`src/rtl/membank_argmax_pkg.sv`:
```
// Shared definitions for the membank argmax reader: bank geometry defaults and FSM state encodings.
// The optional zero-skip build is selected with MEMSCAN_SKIP_ZERO_EN (see membank_argmax_stage).
package membank_argmax_pkg;

  localparam int MEMBANK_WORD_WIDTH = 16;
  localparam int MEMBANK_MEM_DEPTH  = 64;
  localparam int MEMBANK_ADDR_WIDTH = 6;

  typedef enum logic [1:0] {
    ST_IDLE  = 2'd0,
    ST_SCAN  = 2'd1,
    ST_DRAIN = 2'd2,
    ST_DONE  = 2'd3
  } scan_state_t;

endpackage

```
`src/rtl/membank_argmax_stage.sv`:
```
// Registered running-maximum tracker for the bank scan; ties keep the earliest index.
// MEMSCAN_SKIP_ZERO_EN: when defined, zero words are empty slots and never qualify.
module membank_argmax_stage
  import membank_argmax_pkg::*;
#(
  parameter int WORD_WIDTH = MEMBANK_WORD_WIDTH,
  parameter int ADDR_WIDTH = MEMBANK_ADDR_WIDTH
) (
  input  logic                  clk,
  input  logic                  nrst,
  input  logic                  clear,
  input  logic                  valid,
  input  logic [ADDR_WIDTH-1:0] index,
  input  logic [WORD_WIDTH-1:0] data,
  output logic                  found,
  output logic [ADDR_WIDTH-1:0] best_index,
  output logic [WORD_WIDTH-1:0] best_value
);

  logic qualify;
  logic better;

`ifdef MEMSCAN_SKIP_ZERO_EN
  assign qualify = valid && (data != '0);
`else
  assign qualify = valid;
`endif

  // Strict greater-than: an equal later word never displaces the earlier one.
  assign better = qualify && (!found || (data > best_value));

  always_ff @(posedge clk or negedge nrst) begin
    if (!nrst) begin
      found      <= 1'b0;
      best_index <= '0;
      best_value <= '0;
    end else if (clear) begin
      found      <= 1'b0;
      best_index <= '0;
      best_value <= '0;
    end else if (better) begin
      found      <= 1'b1;
      best_index <= index;
      best_value <= data;
    end
  end

endmodule

```
`src/rtl/membank_argmax_reader.sv`:
```
// Scans bank entries 0..count-1 through the read port and reports the index/value of the largest word.
// MEMSCAN_SKIP_ZERO_EN (handled in membank_argmax_stage) makes zero words ineligible.
//
// state    | meaning
// ST_IDLE  | waiting for start; results hold
// ST_SCAN  | rd_en high, rd_index walking 0..count-1
// ST_DRAIN | last reads still in flight through the compare pipeline
// ST_DONE  | one-cycle done pulse
module membank_argmax_reader
  import membank_argmax_pkg::*;
#(
  parameter int WORD_WIDTH = MEMBANK_WORD_WIDTH,
  parameter int MEM_DEPTH  = MEMBANK_MEM_DEPTH,
  parameter int ADDR_WIDTH = MEMBANK_ADDR_WIDTH
) (
  input  logic                  clk,
  input  logic                  nrst,
  input  logic                  start,
  input  logic [ADDR_WIDTH:0]   num_entries,
  output logic                  rd_en,
  output logic [ADDR_WIDTH-1:0] rd_index,
  input  logic [WORD_WIDTH-1:0] rd_data,
  output logic                  busy,
  output logic                  done,
  output logic                  found,
  output logic [ADDR_WIDTH-1:0] best_index,
  output logic [WORD_WIDTH-1:0] best_value
);

  localparam logic [ADDR_WIDTH:0] DEPTH_W = (ADDR_WIDTH+1)'(MEM_DEPTH);
  localparam logic [ADDR_WIDTH:0] ONE_W   = (ADDR_WIDTH+1)'(1);

  scan_state_t state_q, state_d;

  logic [ADDR_WIDTH:0]   count_q;
  logic [ADDR_WIDTH:0]   count_in;
  logic [ADDR_WIDTH-1:0] rd_index_q;
  logic                  vld_q;
  logic [ADDR_WIDTH-1:0] vld_index_q;
  logic                  start_ok;
  logic                  last_addr;

  assign start_ok  = (state_q == ST_IDLE) && start;
  assign count_in  = (num_entries > DEPTH_W) ? DEPTH_W : num_entries;
  assign last_addr = ({1'b0, rd_index_q} == (count_q - ONE_W));

  always_ff @(posedge clk or negedge nrst) begin
    if (!nrst) begin
      state_q <= ST_IDLE;
    end else begin
      state_q <= state_d;
    end
  end

  always_comb begin
    state_d = state_q;
    case (state_q)
      ST_IDLE: begin
        if (start) begin
          state_d = (num_entries == '0) ? ST_DONE : ST_SCAN;
        end
      end
      ST_SCAN: begin
        if (last_addr) begin
          state_d = ST_DRAIN;
        end
      end
      // Wait until the final read has been compared (pipeline flag cleared).
      ST_DRAIN: begin
        if (!vld_q) begin
          state_d = ST_DONE;
        end
      end
      ST_DONE: begin
        state_d = ST_IDLE;
      end
      default: begin
        state_d = ST_IDLE;
      end
    endcase
  end

  always_ff @(posedge clk or negedge nrst) begin
    if (!nrst) begin
      count_q    <= '0;
      rd_index_q <= '0;
    end else if (start_ok) begin
      count_q <= count_in;
      if (count_in != '0) begin
        rd_index_q <= '0;
      end
    end else if ((state_q == ST_SCAN) && !last_addr) begin
      rd_index_q <= rd_index_q + 1'b1;
    end
  end

  // Bank data arrives one cycle after its address, so the qualifier trails rd_en/rd_index.
  always_ff @(posedge clk or negedge nrst) begin
    if (!nrst) begin
      vld_q       <= 1'b0;
      vld_index_q <= '0;
    end else begin
      vld_q       <= rd_en;
      vld_index_q <= rd_index_q;
    end
  end

  assign rd_en    = (state_q == ST_SCAN);
  assign rd_index = rd_index_q;
  assign busy     = (state_q == ST_SCAN) || (state_q == ST_DRAIN);
  assign done     = (state_q == ST_DONE);

  membank_argmax_stage #(
    .WORD_WIDTH(WORD_WIDTH),
    .ADDR_WIDTH(ADDR_WIDTH)
  ) u_stage (
    .clk       (clk),
    .nrst      (nrst),
    .clear     (start_ok),
    .valid     (vld_q),
    .index     (vld_index_q),
    .data      (rd_data),
    .found     (found),
    .best_index(best_index),
    .best_value(best_value)
  );

endmodule

```
`config.mk`:
```
export PLATFORM = sky130hd
export DESIGN_NAME = membank_argmax_reader
export DESIGN_NICKNAME = d
export VERILOG_FILES = /design/src/rtl/membank_argmax_pkg.sv /design/src/rtl/membank_argmax_stage.sv /design/src/rtl/membank_argmax_reader.sv
export SDC_FILE = /design/constraint.sdc
export NUM_CORES = 1
export LEC_CHECK = 0
export CORE_ASPECT_RATIO = 0.8
export CORE_MARGIN = 2
export CORE_UTILIZATION = 25
export CTS_CLUSTER_DIAMETER = 30
export DETAILED_ROUTE_END_ITERATION = 10
export GPL_TIMING_DRIVEN = 1
export PLACE_DENSITY = 0.54
export SYNTH_ARGS = -nofsm -noshare
export SYNTH_HDL_FRONTEND = slang
export SYNTH_SLANG_ARGS = --single-unit
```
`constraint.sdc`:
```
create_clock -name clk -period 3.8 [get_ports clk]
set_clock_uncertainty 0.05 [all_clocks]
set_input_delay 0.57 -clock clk [delete_from_list [all_inputs] [get_ports clk]]
set_output_delay 0.57 -clock clk [all_outputs]
set_load 0.02 [all_outputs]
```
==> flow_metrics.py, run 1 <==
metrics = {
    "timing": {
        "period_needed_ns": 2.54,
        "setup_tns_ns": 0,
        "timing.fmax_ghz": 0.394,
        "setup_viol": 0,
        "period_share_pct": 66.9,
        "drv_slew": 0,
        "whs_ns": 0.405,
        "hold_violations": 0,
        "relSlewSlack_pct": 31.9,
        "rsz0062_at_grt": "no",
        "fin_ws_ns": 1.26,
        "worst_slew_pin_slew_ns": 1.02,
    },
    "global_route": {
        "grt_pass1_wl_um": 9780,
        "grt-ovfl-total": 0,
        "grt_max_degree": 46,
        "first_global_vias": 1962,
        "antenna_found_initial": 0,
        "grt_usage_pct": 11.3,
    },
    "pwr": {
        "power.total_mw": 2.53,
        "peakVddDrop_v": 0.000403,
        "p_seq_share_pct": 31.9,
        "p_clk_share_pct": 17.3,
        "combPwrFrac_pct": 50.8,
        "power.density_nw_per_um2": 739,
        "p_leak_nw": 1.54,
        "switching_power_mw": 1.05,
        "swShare_pct": 41.3,
        "power.internal_mw": 1.49,
    },
    "finish": {
        "fin_area_um2": 3430,
        "diodes": 0,
        "final_util_pct": 35.1,
        "final_common_cell": "nand2_1",
        "syn2layout_area_growth_pct": 34.5,
        "final_cell_mix": "64 x nand2_1, 56 x clkdlybuf4s50_1, 45 x dfrtp_1",
        "nNetsFinal": 373,
        "drive_gt1_share_pct": 4.92,
        "layoutNonFillerInstCount": 461,
    },
    "yosys": {
        "seq_area_frac_synth_pct": 44.2,
        "synth_top_area_share_pct": 44.2,
        "ys_top_cells_by_area": "dfrtp_1 44%, mux2i_1 12%, ha_1 11%, nand2_1 9.6%, inv_1 3.5%",
        "syn_avg_cell_area_um2": 9.54,
        "synth_edf_count": 0,
        "synthesis.nets": 316,
        "async_reset_ff_share_pct": 100,
        "netlist_area_um2": 2550,
        "synthCells": 267,
        "synth_cell_types": 34,
        "ys_seq_elements": 45,
        "ys.flop_type": "dfrtp_1",
        "yosysTopAreaCell": "dfrtp_1",
        "ys_warn_count": 0,
    },
    "clocking": {
        "cts-hold-fix-buffers": 0,
        "cts.htree.levels": 2,
        "cts_buffer_depth": 2,
        "cts_buffers": 5,
        "clockRootBuffer": "clkbuf_16",
        "cts_sinks": 45,
        "tritoncts": "yes",
        "postCtsResizedCells": 0,
        "cts_setup_buffers": 0,
        "worstSkewPairLatency_ns": 0.28,
        "clk_pin_slew_ns": 0.06,
    },
    "route": {
        "viasPerCell": 4.30,
        "first_pass_iters": 4,
        "ant_nets": 0,
        "vias": 1984,
        "totalWireLength_um": 5840,
        "drc": 0,
        "drt-initial-drc-count": 121,
        "wl_per_cell_um": 12.7,
    },
    "place": {
        "place_congestion": 0.744,
        "hpwl_um": 4370,
        "pre_cts_slack_ns": 0.958,
        "placed_cell_area_um2": 3280,
        "dpl.cell_count": 453,
        "portBuffers": 57,
    },
    "floorplanning": {
        "rows": 32,
        "dieWidth_um": 117,
        "core_um2": 9770,
        "dieArea_um2": 11000,
        "fp.dieH_um": 94.3,
        "ioPinCount": 58,
        "initial_core_util_pct": 26.1,
    },
    "critical_path": {
        "critPathMaxFanout": 22,
        "rr_startpoint": "u_stage.best_value[3]",
        "cp.arrival_ns": 2.69,
        "critPathRequiredTime_ns": 3.95,
        "rr_worst_depth": 9,
        "end_kind": "flop",
        "rr_endpoint": "u_stage.best_value[5]",
        "start_kind": "input port",
        "regToRegSetupSlack_ns": 1.58,
        "criticalPathCategory": "in2reg",
    },
    "hold_path": {
        "hold_class": "in2async",
    },
    "run_status": {
        "status": "complete, no violations",
    },
    "run": {
        "max-cap-violations": 0,
    },
}
==> power by group through the flow <==
stage / Clock [mW] / Combinational, mW / Sequential (mW)
after floorplan: 0 / 0.733 / 0.899
after global placement: 0 / 1.27 / 0.815
after detailed placement: 0 / 1.30 / 0.818
after CTS: 0.453 / 1.31 / 0.811
after global routing: 0.479 / 1.43 / 0.836
final: 0.438 / 1.29 / 0.807
==> cells in the mapped netlist, types with 3 or more instances <==
master,n
dfrtp_1,45
nand3_1,5
xnor2_1,3
ha_1,23
mux2i_1,31
o21ai_0,8
nor3_1,5
a21oi_1,9
nor2_1,4
nand4_1,3
xor2_1,5
inv_1,24
nand2_1,65
clkbuf_1,6
nand2b_1,8
==> kinds of logic (layout without fill, tap and decap cells) <==
family	count (synthesis)	count (layout)	synth area share, %
xor+xnor	8	8	2.75
fa+ha+maj	23	23	11.3
compound gates	26	26	6.09
simple gates	100	100	18.1
flops	45	45	44.2
mux	32	32	12.6
buf+inv	33	91	4.96
==> state kept, by name, summed over array words and instances, names as in the netlist <==
name / cells
vld_q: 1
state_q: 2
u_stage.best_value: 16
vld_index_q: 6
rd_index: 6
count_q: 7
u_stage.best_index: 6
u_stage.found: 1
==> routing by layer <==
layer  vias to the layer above  wire length (µm)  global-route usage (%)
met1                       937              3000                    16.3
met3                         6               299                    3.03
met4                         0                57                    2.65
met5                         -                 0                       0
met2                        37              2480                    16.7
li1                       1004                 -                       -
==> how the worst max path moves through the flow <==
stage | from | end | depth (start not counted)
3_3_place_gp | rd_data[3] | u_stage.best_index[3] | 9
4_1_cts | rd_data[3] | u_stage.best_value[5] | 9
2_1_floorplan | rd_data[3] | u_stage.best_index[0] | 8
5_1_grt | rd_data[3] | u_stage.best_value[5] | 9
3_5_place_dp | rd_data[1] | u_stage.best_value[5] | 9
6_report | rd_data[3] | u_stage.best_value[5] | 9
==> critical path, stage by stage <==
cell and delay [ns]:
clkdlybuf4s50_1 0.43, ha_1 0.32, nand2_1 0.08, o21bai_1 0.16
a21oi_1 0.17, o2111ai_1 0.20, a21oi_4 0.15, buf_4 0.37
mux2i_1 0.25
==> layout make-up <==
type                       instances  area (µm²)
fill                            1020        6340
multi-input combinational        189        1310
sequential                        45        1130
timing repair buffer              59         581
tap                              136         170
clock buffer                       5         125
inverter                          24        90.1
clock inverter                     3        25.0
Power figures use the tool's default switching activity.
==> inputs of run 2 (changes only) <==
==> constraint.sdc (replaced) <==
create_clock -name clk -period 2.6 [get_ports clk]
set_clock_uncertainty 0.05 [all_clocks]
set_input_delay 0.39 -clock clk [delete_from_list [all_inputs] [get_ports clk]]
set_output_delay 0.39 -clock clk [all_outputs]
set_load 0.02 [all_outputs]
==> run 2 against run 1 <==
  * Register-to-register slack got worse by 1.3 ns
  * Critical endpoint is now u_stage.best_value[10]
  * Clock-buffer cell count stayed put
  * Non-clock buffer count up 6
  * Highest routed layer unchanged
  * First-iteration DRC count decreased by 36%
  * Flip-flop and latch count is the same
  * Power grew 47%
  * Worst setup slack worse by 1.1 ns
  * Utilization up 0.63 points
  * Wire length is 5.9% higher
  * Worst hold slack improved by 0.050 ns
  * Sequential power up 46%
  * Cell count up 1.5%
==> flow_metrics.py, run 2 (synthesized netlist as in run 1, its figures left out) <==
metrics = {
    "critical_path": {
        "rr_endpoint": "u_stage.best_value[10]",
        "cpPeakStageDelay_ns": 0.55,
        "timing.critical_path.buf_inv": 1,
        "crit_path_start": "rd_data[3]",
        "crit_cells": 8,
        "slowest_stage": "a21oi_4",
        "critPathRequiredTime_ns": 2.75,
        "regToRegSetupSlack_ns": 0.28,
        "rr_startpoint": "u_stage.best_value[3]",
        "cp_cell_sequence": "clkdlybuf4s50_1 -> ha_1 -> nand2_1 -> o21bai_1 -> a21oi_1 -> o2111ai_1 -> a21oi_4 -> mux2i_1",
        "criticalPathCategory": "in2reg",
        "endpoint": "u_stage.best_value[10]",
        "start_kind": "input port",
        "critPathMaxFanout": 11,
        "rr_worst_depth": 8,
        "end_kind": "flop",
        "cpLargestDelayFamily": "compound AO/OA/AOI/OAI gates",
        "cp.arrival_ns": 2.61,
    },
    "finish": {
        "final_common_cell": "nand2_1",
        "final_util_pct": 35.7,
        "n_fill_cell": 1029,
        "regArea_um2": 1130,
        "drive_gt1_share_pct": 6.63,
        "largest_register": "u_stage.best_value",
        "syn2layout_area_growth_pct": 36.9,
        "fin_area_um2": 3490,
        "nNetsFinal": 380,
        "final_cell_mix": "64 x nand2_1, 56 x clkdlybuf4s50_1, 45 x dfrtp_1",
        "largest_register_ffs": 16,
        "diodes": 0,
        "multi_input_area_um2": 1330,
        "top_regs": "u_stage.best_value x16, count_q x7",
    },
    "global_route": {
        "antenna_found_initial": 0,
        "grt_usage_pct": 12.0,
        "grt_max_degree": 46,
        "grt_pass1_wl_um": 10400,
        "first_global_vias": 2100,
        "grt-ovfl-total": 0,
    },
    "floorplanning": {
        "core_um2": 9770,
        "dieWidth_um": 117,
        "ioPinCount": 58,
        "rows": 32,
        "dieArea_um2": 11000,
        "fp.dieH_um": 94.3,
        "initial_core_util_pct": 26.1,
    },
    "timing": {
        "rsz0062_at_grt": "no",
        "setup_viol": 0,
        "whs_ns": 0.455,
        "period_share_pct": 94.5,
        "worst_slew_pin_slew_ns": 0.546,
        "relSlewSlack_pct": 63.5,
        "setup_tns_ns": 0,
        "drv_slew": 0,
        "timing.fmax_ghz": 0.407,
        "hold_violations": 0,
        "period_needed_ns": 2.46,
    },
    "clocking": {
        "clockRootBuffer": "clkbuf_16",
        "clk_pin_slew_ns": 0.06,
        "cts_sinks": 45,
        "worstSkewPairLatency_ns": 0.28,
        "cts_buffers": 5,
        "cts.htree.levels": 2,
        "cts_buffer_depth": 2,
        "cts_setup_buffers": 0,
        "tritoncts": "yes",
    },
    "pwr": {
        "power.density_nw_per_um2": 1070,
        "p_leak_nw": 1.57,
        "peakVddDrop_v": 0.000455,
        "power.total_mw": 3.73,
    },
    "route": {
        "vias": 2015,
        "ant_nets": 0,
        "viasPerCell": 4.31,
        "wl_per_cell_um": 13.2,
        "drt-initial-drc-count": 77,
        "drc": 0,
        "first_pass_iters": 4,
        "totalWireLength_um": 6190,
    },
    "run": {
        "max-cap-violations": 0,
    },
    "run_status": {
        "status": "complete, no violations",
    },
    "place": {
        "place_congestion": 0.814,
        "hpwl_um": 4710,
        "portBuffers": 57,
        "placed_cell_area_um2": 3310,
    },
    "hold_path": {
        "hold_class": "reg2reg",
    },
}
run 2: routing by layer:
metal / GRT usage, % / routed length, µm
met1: 16.7 / 3080
met4: 2.94 / 58
met3: 3.81 / 363
met5: 0 / 0
met2: 18.2 / 2690
run 2: metrics by stage:
| stage | std cells | worst slack (ns) |
|---|---|---|
| after floorplan | 267 | 0.457 |
| after global placement | 458 | -0.247 |
| after detailed placement | 458 | -0.342 |
| after CTS | 468 | 0.123 |
| after global routing | 468 | 0.0266 |
| final | 468 | 0.142 |
run 2: power breakdown:
group	total (mW)	internal, mW	leakage (nW)	switching [mW]
clock network	0.636	0.356	0.0621	0.280
registers	1.18	0.944	0.586	0.232
logic	1.92	0.879	0.918	1.04
total	3.73	2.18	1.57	1.55
run 2: layout make-up:
type,instances,share of cell area [%]
clock buffer,5,3.59
clock inverter,3,0.646
inverter,24,2.58
multi-input combinational,190,38.0
sequential,45,32.3
tap,136,4.88
timing repair buffer,65,18.0
run 2: worst min-delay path by stage:
stage	start	end	slack, ns	cells after the start
global placement	nrst	u_stage.best_value[3]	0.29	1
floorplan	nrst	count_q[0]	0.04	0
CTS	vld_index_q[2]	u_stage.best_index[2]	0.46	2
detailed placement	nrst	u_stage.best_value[3]	0.29	1
finish	rd_index[5]	vld_index_q[5]	0.46	0
global route	vld_index_q[2]	u_stage.best_index[2]	0.48	2
run 2: worst reg2reg max path: stages, from the launching register on:
cell	delay (ns)
dfrtp_1	0.38
inv_1	0.05
ha_1	0.29
nand2_1	0.07
o21bai_1	0.15
a21oi_1	0.13
o2111ai_1	0.30
a21oi_4	0.55
mux2i_1	0.27
run 2: timing repair:
| item | 4_1_cts | 5_1_grt |
|---|---|---|
| resized for setup | 1 | 0 |
| endpoints found under the hold margin | 14 | 0 |
| hold buffers | 1 | 0 |
| endpoints found under the setup margin | 14 | 0 |
